`config.mk`:
```
export PLATFORM = sky130hd
export DESIGN_NAME = pwm_wave_gen
export DESIGN_NICKNAME = d
export VERILOG_FILES = /design/src/rtl/pwm_pkg.sv /design/src/rtl/pwm_time_regs.sv /design/src/rtl/pwm_wave_gen.sv
export SDC_FILE = /design/constraint.sdc
export NUM_CORES = 1
export LEC_CHECK = 0
export CORE_MARGIN = 3
export CORE_UTILIZATION = 41
export CTS_CLUSTER_DIAMETER = 120
export DETAILED_ROUTE_END_ITERATION = 7
export HOLD_SLACK_MARGIN = 0.15
export SETUP_SLACK_MARGIN = 0.05
export SLEW_MARGIN = 5
export SYNTH_ARGS = -nofsm -noshare
export SYNTH_HDL_FRONTEND = slang
export SYNTH_SLANG_ARGS = --single-unit
```
`constraint.sdc`:
```
create_clock -name clk -period 9.4 [get_ports clk]
set_clock_uncertainty 0.1 [all_clocks]
set_input_delay 1.88 -clock clk [delete_from_list [all_inputs] [get_ports clk]]
set_output_delay 1.88 -clock clk [all_outputs]
set_load 0.01 [all_outputs]
```
`src/rtl/pwm_pkg.sv`:
```
// Shared state encoding and mode constants for the PWM wave generator.
package pwm_pkg;

  typedef enum logic [1:0] {IDLE, ON, OFF} pwm_state_t;

  localparam logic MODE_CONT  = 1'b0;
  localparam logic MODE_BURST = 1'b1;

endpackage

```
`src/rtl/pwm_time_regs.sv`:
```
// Shadow/active on/off time registers; a load lands in shadow and is copied
// to active only when the generator signals a period boundary.
module pwm_time_regs #(
  parameter int N           = 8,
  parameter int DEFAULT_ON  = 5,
  parameter int DEFAULT_OFF = 3
) (
  input  logic         clk,
  input  logic         reset,
  input  logic         load,
  input  logic [N-1:0] on_time_in,
  input  logic [N-1:0] off_time_in,
  input  logic         commit,
  output logic [N-1:0] on_act,
  output logic [N-1:0] off_act,
  output logic [N-1:0] on_eff,
  output logic [N-1:0] off_eff
);

  logic [N-1:0] on_shadow;
  logic [N-1:0] off_shadow;
  logic         pending;

  // Values the active pair will hold after a commit in this cycle.
  assign on_eff  = pending ? on_shadow  : on_act;
  assign off_eff = pending ? off_shadow : off_act;

  // A load coinciding with a commit keeps pending set, so it applies one boundary later.
  always_ff @(posedge clk or posedge reset) begin
    if (reset) begin
      on_shadow  <= N'(DEFAULT_ON);
      off_shadow <= N'(DEFAULT_OFF);
      on_act     <= N'(DEFAULT_ON);
      off_act    <= N'(DEFAULT_OFF);
      pending    <= 1'b0;
    end else begin
      if (commit && pending) begin
        on_act  <= on_shadow;
        off_act <= off_shadow;
      end
      if (load) begin
        on_shadow  <= on_time_in;
        off_shadow <= off_time_in;
        pending    <= 1'b1;
      end else if (commit) begin
        pending <= 1'b0;
      end
    end
  end

endmodule

```
`src/rtl/pwm_wave_gen.sv`:
```
// Programmable PWM / square-wave generator with continuous and burst modes.
// s_wave is decoded from the registered state, so the output cannot glitch.
module pwm_wave_gen
  import pwm_pkg::*;
#(
  parameter int N           = 8,
  parameter int M           = 8,
  parameter int DEFAULT_ON  = 5,
  parameter int DEFAULT_OFF = 3
) (
  input  logic         clk,
  input  logic         reset,
  input  logic         en,
  input  logic         load,
  input  logic [N-1:0] on_time_in,
  input  logic [N-1:0] off_time_in,
  input  logic         mode,
  input  logic         start,
  input  logic [M-1:0] burst_len,
  output logic         s_wave,
  output logic         busy,
  output logic         period_tick,
  output logic         done
);

  pwm_state_t   state_reg, state_next;
  logic [N-1:0] phase_cnt, phase_next;
  logic [M-1:0] period_cnt, period_next;
  logic [M-1:0] burst_len_reg, burst_next;
  logic         mode_reg, mode_next;
  logic         tick_next, done_next;
  logic         commit, period_end, trigger, zero_eff;
  logic [N-1:0] on_act, off_act, on_eff, off_eff;

  pwm_time_regs #(
    .N          (N),
    .DEFAULT_ON (DEFAULT_ON),
    .DEFAULT_OFF(DEFAULT_OFF)
  ) u_time_regs (
    .clk        (clk),
    .reset      (reset),
    .load       (load),
    .on_time_in (on_time_in),
    .off_time_in(off_time_in),
    .commit     (commit),
    .on_act     (on_act),
    .off_act    (off_act),
    .on_eff     (on_eff),
    .off_eff    (off_eff)
  );

  assign trigger  = en && ((mode == MODE_CONT) || (start && (burst_len != '0)));
  assign zero_eff = (on_eff == '0) && (off_eff == '0);

  always_comb begin
    state_next  = state_reg;
    phase_next  = phase_cnt;
    period_next = period_cnt;
    mode_next   = mode_reg;
    burst_next  = burst_len_reg;
    tick_next   = 1'b0;
    done_next   = 1'b0;
    commit      = 1'b0;
    period_end  = 1'b0;

    if (state_reg != IDLE && !en) begin
      state_next  = IDLE;
      phase_next  = '0;
      period_next = '0;
    end else begin
      case (state_reg)
        IDLE: begin
          phase_next  = '0;
          period_next = '0;
          if (trigger && !zero_eff) begin
            commit     = 1'b1;
            mode_next  = mode;
            burst_next = burst_len;
            state_next = (on_eff != '0) ? ON : OFF;
          end
        end
        ON: begin
          if (phase_cnt == on_act - 1'b1) begin
            phase_next = '0;
            if (off_act != '0) state_next = OFF;
            else               period_end = 1'b1;
          end else begin
            phase_next = phase_cnt + 1'b1;
          end
        end
        OFF: begin
          if (phase_cnt == off_act - 1'b1) begin
            phase_next = '0;
            period_end = 1'b1;
          end else begin
            phase_next = phase_cnt + 1'b1;
          end
        end
        default: state_next = IDLE;
      endcase

      // Shared end-of-period handling: commit new times, tick, and check burst completion.
      if (period_end) begin
        commit      = 1'b1;
        tick_next   = 1'b1;
        period_next = period_cnt + 1'b1;
        if (mode_reg == MODE_BURST && (period_cnt + 1'b1) == burst_len_reg) begin
          state_next  = IDLE;
          done_next   = 1'b1;
          period_next = '0;
        end else if (zero_eff) begin
          state_next  = IDLE;
          period_next = '0;
        end else begin
          state_next = (on_eff != '0) ? ON : OFF;
        end
      end
    end
  end

  always_ff @(posedge clk or posedge reset) begin
    if (reset) begin
      state_reg     <= IDLE;
      phase_cnt     <= '0;
      period_cnt    <= '0;
      mode_reg      <= MODE_CONT;
      burst_len_reg <= '0;
      period_tick   <= 1'b0;
      done          <= 1'b0;
    end else begin
      state_reg     <= state_next;
      phase_cnt     <= phase_next;
      period_cnt    <= period_next;
      mode_reg      <= mode_next;
      burst_len_reg <= burst_next;
      period_tick   <= tick_next;
      done          <= done_next;
    end
  end

  assign s_wave = (state_reg == ON);
  assign busy   = (state_reg != IDLE);

endmodule

```
# Yosys cells after proc, flatten, opt, wreduce, memory -nomap -nowiden
# Index checks and enable logic that the tools add are counted.
# classes
addsub	4
eq_ne	9
muxes	36
bitwise_logic	2
n_reduce_logical	22
# ops
operator	count
two-way mux 8 bit	10
equality test 8 bit	3
case mux 8 bit (3 select lines)	1
nonzero test 8 bit	3
adder 8 x 1 -> 8 bit (second input constant)	2
logical NOT 8 bit	2
two-way mux 2 bit	8
subtractor 8 x 1 -> 8 bit (second input constant)	2
two-way mux 1 bit	15
!= test 4 x 1 -> 1 bit (second input constant)	2
logical AND 1 bit	7
case mux 2 bit (3 select lines)	1
!= test 4 bit (second input constant)	1
AND reduction 4 bit	1
nonzero test 2 bit	2
nonzero test 4 bit	1
!= test 3 bit (second input constant)	1
AND reduction 3 bit	1
nonzero test 3 bit	1
equality test 2 x 1 -> 1 bit (second input constant)	1
equality test 2 bit (second input constant)	1
logical NOT 1 bit	2
logical NOT 2 bit	1
NOT 1 bit	2
2 further kinds	2
# totals
regBits	62
in_bits	30
out_inout_bits	4
elab_cells	85

# Depth between registers and ports, before layout
# logic_depth
depth_word	11
ltp_mapped	11
mapped_depth_nobuf	10

# By module
# A second synthesis with hierarchy kept.
# hier_totals
hier_cells	348
area_unflattened_um2	3761.1
# modules_own_cells
mod	n_inst	cells_each	area_per_inst_um2	seq_area_each_um2
pwm_wave_gen	1	258	2274.7	725.7
pwm_time_regs	1	90	1486.4	835.8

# Worst setup path after synthesis
# OpenSTA, ideal clock, no wires.
# synth_path
path_kind	in2reg
startpoint	input burst_len[2]
endpoint	register burst_len_reg[0]
arrival_time_ps	3505
t_required_ps	9175
slack_ps	5670
stages	7
n_path_buf	1
path_cell_list	or4_1 > o21ai_0 > nand2_1 > nand3b_1 > or2_2 > clkbuf_1 > mux2_2
# synth_between
elab_chain_cells	6
# synth_rtl
element	line_no	source
from (decl)	pwm_wave_gen.sv:19	input logic [M-1:0] burst_len,
nonzero test 8 bit	pwm_wave_gen.sv:52	assign trigger = en && ((mode == MODE_CONT) || (start && (burst_len != '0)));
logical AND 1 bit	pwm_wave_gen.sv:52	
logical OR 1 bit	pwm_wave_gen.sv:52	
logical AND 1 bit	pwm_wave_gen.sv:52	
logical AND 1 bit	pwm_wave_gen.sv:75	if (trigger && !zero_eff) begin
AND reduction 3 bit (no line)	n/a	
to (signal assigned)	pwm_wave_gen.sv:135	burst_len_reg <= burst_next;
to (decl)	pwm_wave_gen.sv:29	logic [M-1:0] burst_len_reg, burst_next;
# Every way passes these cells.
# A chain may end at the register's enable or synchronous reset.

# Worst setup path in the final report
# layout_path
startpoint	register state_reg[0]
endpoint	output busy
# layout_between
elab_chain_cells	1
# layout_rtl
element	line_no	source
from (decl)	pwm_wave_gen.sv:26	pwm_state_t state_reg, state_next;
from (signal assigned)	pwm_wave_gen.sv:131	state_reg <= state_next;
nonzero test 2 bit	pwm_wave_gen.sv:142	assign busy = (state_reg != IDLE);
to (decl)	pwm_wave_gen.sv:21	output logic busy,
# Every way passes these cells.

==> out/qor.yml <==
cts-hold-fix-buffers: 0
dieHeight_um: 98.5
cellPowerDensity_mw_per_mm2: 259
status: "completed"
cts_root_buffer: "clkbuf_8"
postCtsSetupBuffers: 0
synth.distinct_cells: 52
die_area_mm2: 0.00970
synth_nets: 373
finalNetCount: 407
crit_fanout: 7
synthFlopType: "dfrtp_1"
busiest_layer: "met2"
required_ps: 7420
period_needed_ps: 3800
antenna_found_initial: 0
synth_top_area_frac: 0.385
met1_usage: 0.228
yosysMostFrequentCell: "dfrtp_1"
routedWlPerCell_um: 15.5
yosys_warnings: 0
clkTransAtPathRegs_ps: 70
power_uw: 1080
syn_to_final_growth_pct: 18.6
top_level_ports: 34
async_reset_ff_frac: 1.00
core_area_mm2: 0.00826
cp_num_buf_inv: 3
netlist_instances: 335
yosysTopAreaCell: "dfrtp_1"
layout.cells.non_filler: 479
finalHoldViolCount: 0
synth-seq-cells: 62
cts_buffers: 9
worstPathCellList: "inv_1 > ha_1 > inv_1 > clkdlybuf4s50_1"
crit_path_end_kind: "primary output"
peakVddDrop_v: 0.000112
path_common_cell: "inv_1"
finalSetupViolCount: 0
synth_common_cells: "54 x dfrtp_1, 27 x nand2_1, 26 x mux2_2"
critPathMaxStageDelay_ps: 580
critical_path.top_delay_family: "buffers and inverters"
critPathSlowestCell: "clkdlybuf4s50_1"
cts_resized: 0
clockBufferDepth: 2
place_congestion: 0.868
grt_pass1_vias: 2540
rows: 33
clock.fmax_mhz: 263
vias: 2594
synth_area_mm2: 0.00351
setup_tns_ps: 0
vias_per_cell: 5.42
grt_util_met3: 0.0340
power_leakage_uw: 0.00171
cap_violations: 0
grt-ovfl-total: 0
min_path_type: "reg -> reg"
worst_pin_slew_ps: 761
first_pass_iters: 4
numClockSinks: 62
diodes: 0
clock_latency_ps: 350
drc: 0
cts_tree: "done"
rsz0062_at_grt: "no"
slew_viol_final: 0
grt_max_degree: 63
drive_gt1_frac: 0.158
start_util: 0.425
ant_nets: 0
portBuffers: 33
synth_edf_count: 0
worstSetupPathType: "reg -> out"
critPathLaunchType: "flip-flop"
syn_avg_cell_area_um2: 10.5
dp_cells: 463
drtIter0Drc: 80
grt_use_met2: 0.236
wl_um: 7400
die_w_um: 98.5
fin_util: 0.504
synth_seq_area_share: 0.445
fin_crit_sh: 0.404
cp.arrival_ps: 1820
track_usage: 0.160
dp_hpwl_um: 5540
slew_headroom: 0.493
htreeDepth: 3
grt_pass1_wl_um: 12400
synth_area_leaders: "dfrtp_1 39%, mux2_2 8.3%, dfstp_2 6.0%"
final cells by class:
| cell class | instances | area (um2) |
|---|---|---|
| sequential | 62 | 1560 |
| clock inverter | 4 | 95.1 |
| timing repair buffer | 35 | 345 |
| inverter | 17 | 63.8 |
| fill | 767 | 4100 |
| clock buffer | 12 | 135 |
| tap | 105 | 131 |
| multi-input combinational | 244 | 1830 |
worst paths after layout:
kind | from | to | slack [ps] | cells after the start
worst max-delay path | state_reg[0] | busy | 5600 | 4
worst min-delay path | u_time_regs.off_shadow[0] | u_time_regs.off_act[0] | 380 | 2
worst max register to register | u_time_regs.off_act[0] | state_reg[0] | 5760 | 10
worst min register to register | u_time_regs.off_shadow[0] | u_time_regs.off_act[0] | 380 | 2
max in group asynchronous | reset | period_cnt[3] | 6720 | 3
min in group asynchronous | reset | u_time_regs.off_shadow[5] | 1980 | 3
kinds of logic after synthesis:
logic type,Yosys count,share of synthesized area
compound gates,65,0.135
flops,62,0.445
xor+xnor,34,0.0849
simple gates,99,0.151
fa+ha+maj,8,0.0285
mux,38,0.122
buf+inv,29,0.0335
layer usage:
| metal | share of wire | vias to the layer above |
|---|---|---|
| met4 | 0.011 | 0 |
| li1 | - | 1271 |
| met1 | 0.51 | 1275 |
| met3 | 0.033 | 7 |
| met2 | 0.45 | 41 |
| met5 | 0 | - |
power breakdown:
group	total, uW	switching, uW	internal (uW)
Sequential	422	79.2	343
Combinational	380	195	185
Clock	277	100	176
cells in the final DEF, fill, tap and decap left out, drive strengths merged, types with 12 or more instances in the layout:
| master | netlist | final |
|---|---|---|
| clkbuf | 10 | 12 |
| clkdlybuf4s50 | 0 | 33 |
| dfrtp | 54 | 54 |
| inv | 17 | 17 |
| mux2 | 38 | 38 |
| nand2 | 27 | 27 |
| nor2 | 16 | 16 |
| o21ai | 21 | 21 |
| xnor2 | 24 | 24 |
tightest hold or removal path, delay by kind of cell (launching register included):
family           cells  cell delay, ps
flip-flops           1             380
AND/OR/NAND/NOR      1              50
AO/OA/AOI/OAI        1              50
stage by stage:
step	area, um2	hold WS (ps)	setup WS, ps
final	4160	378	5600
after global routing	4160	409	5500
after CTS	4160	380	5580
after detailed placement	3930	368	5320
after global placement	3930	364	5350
after floorplan	3510	351	5670
(Power assumes the default switching activity.)
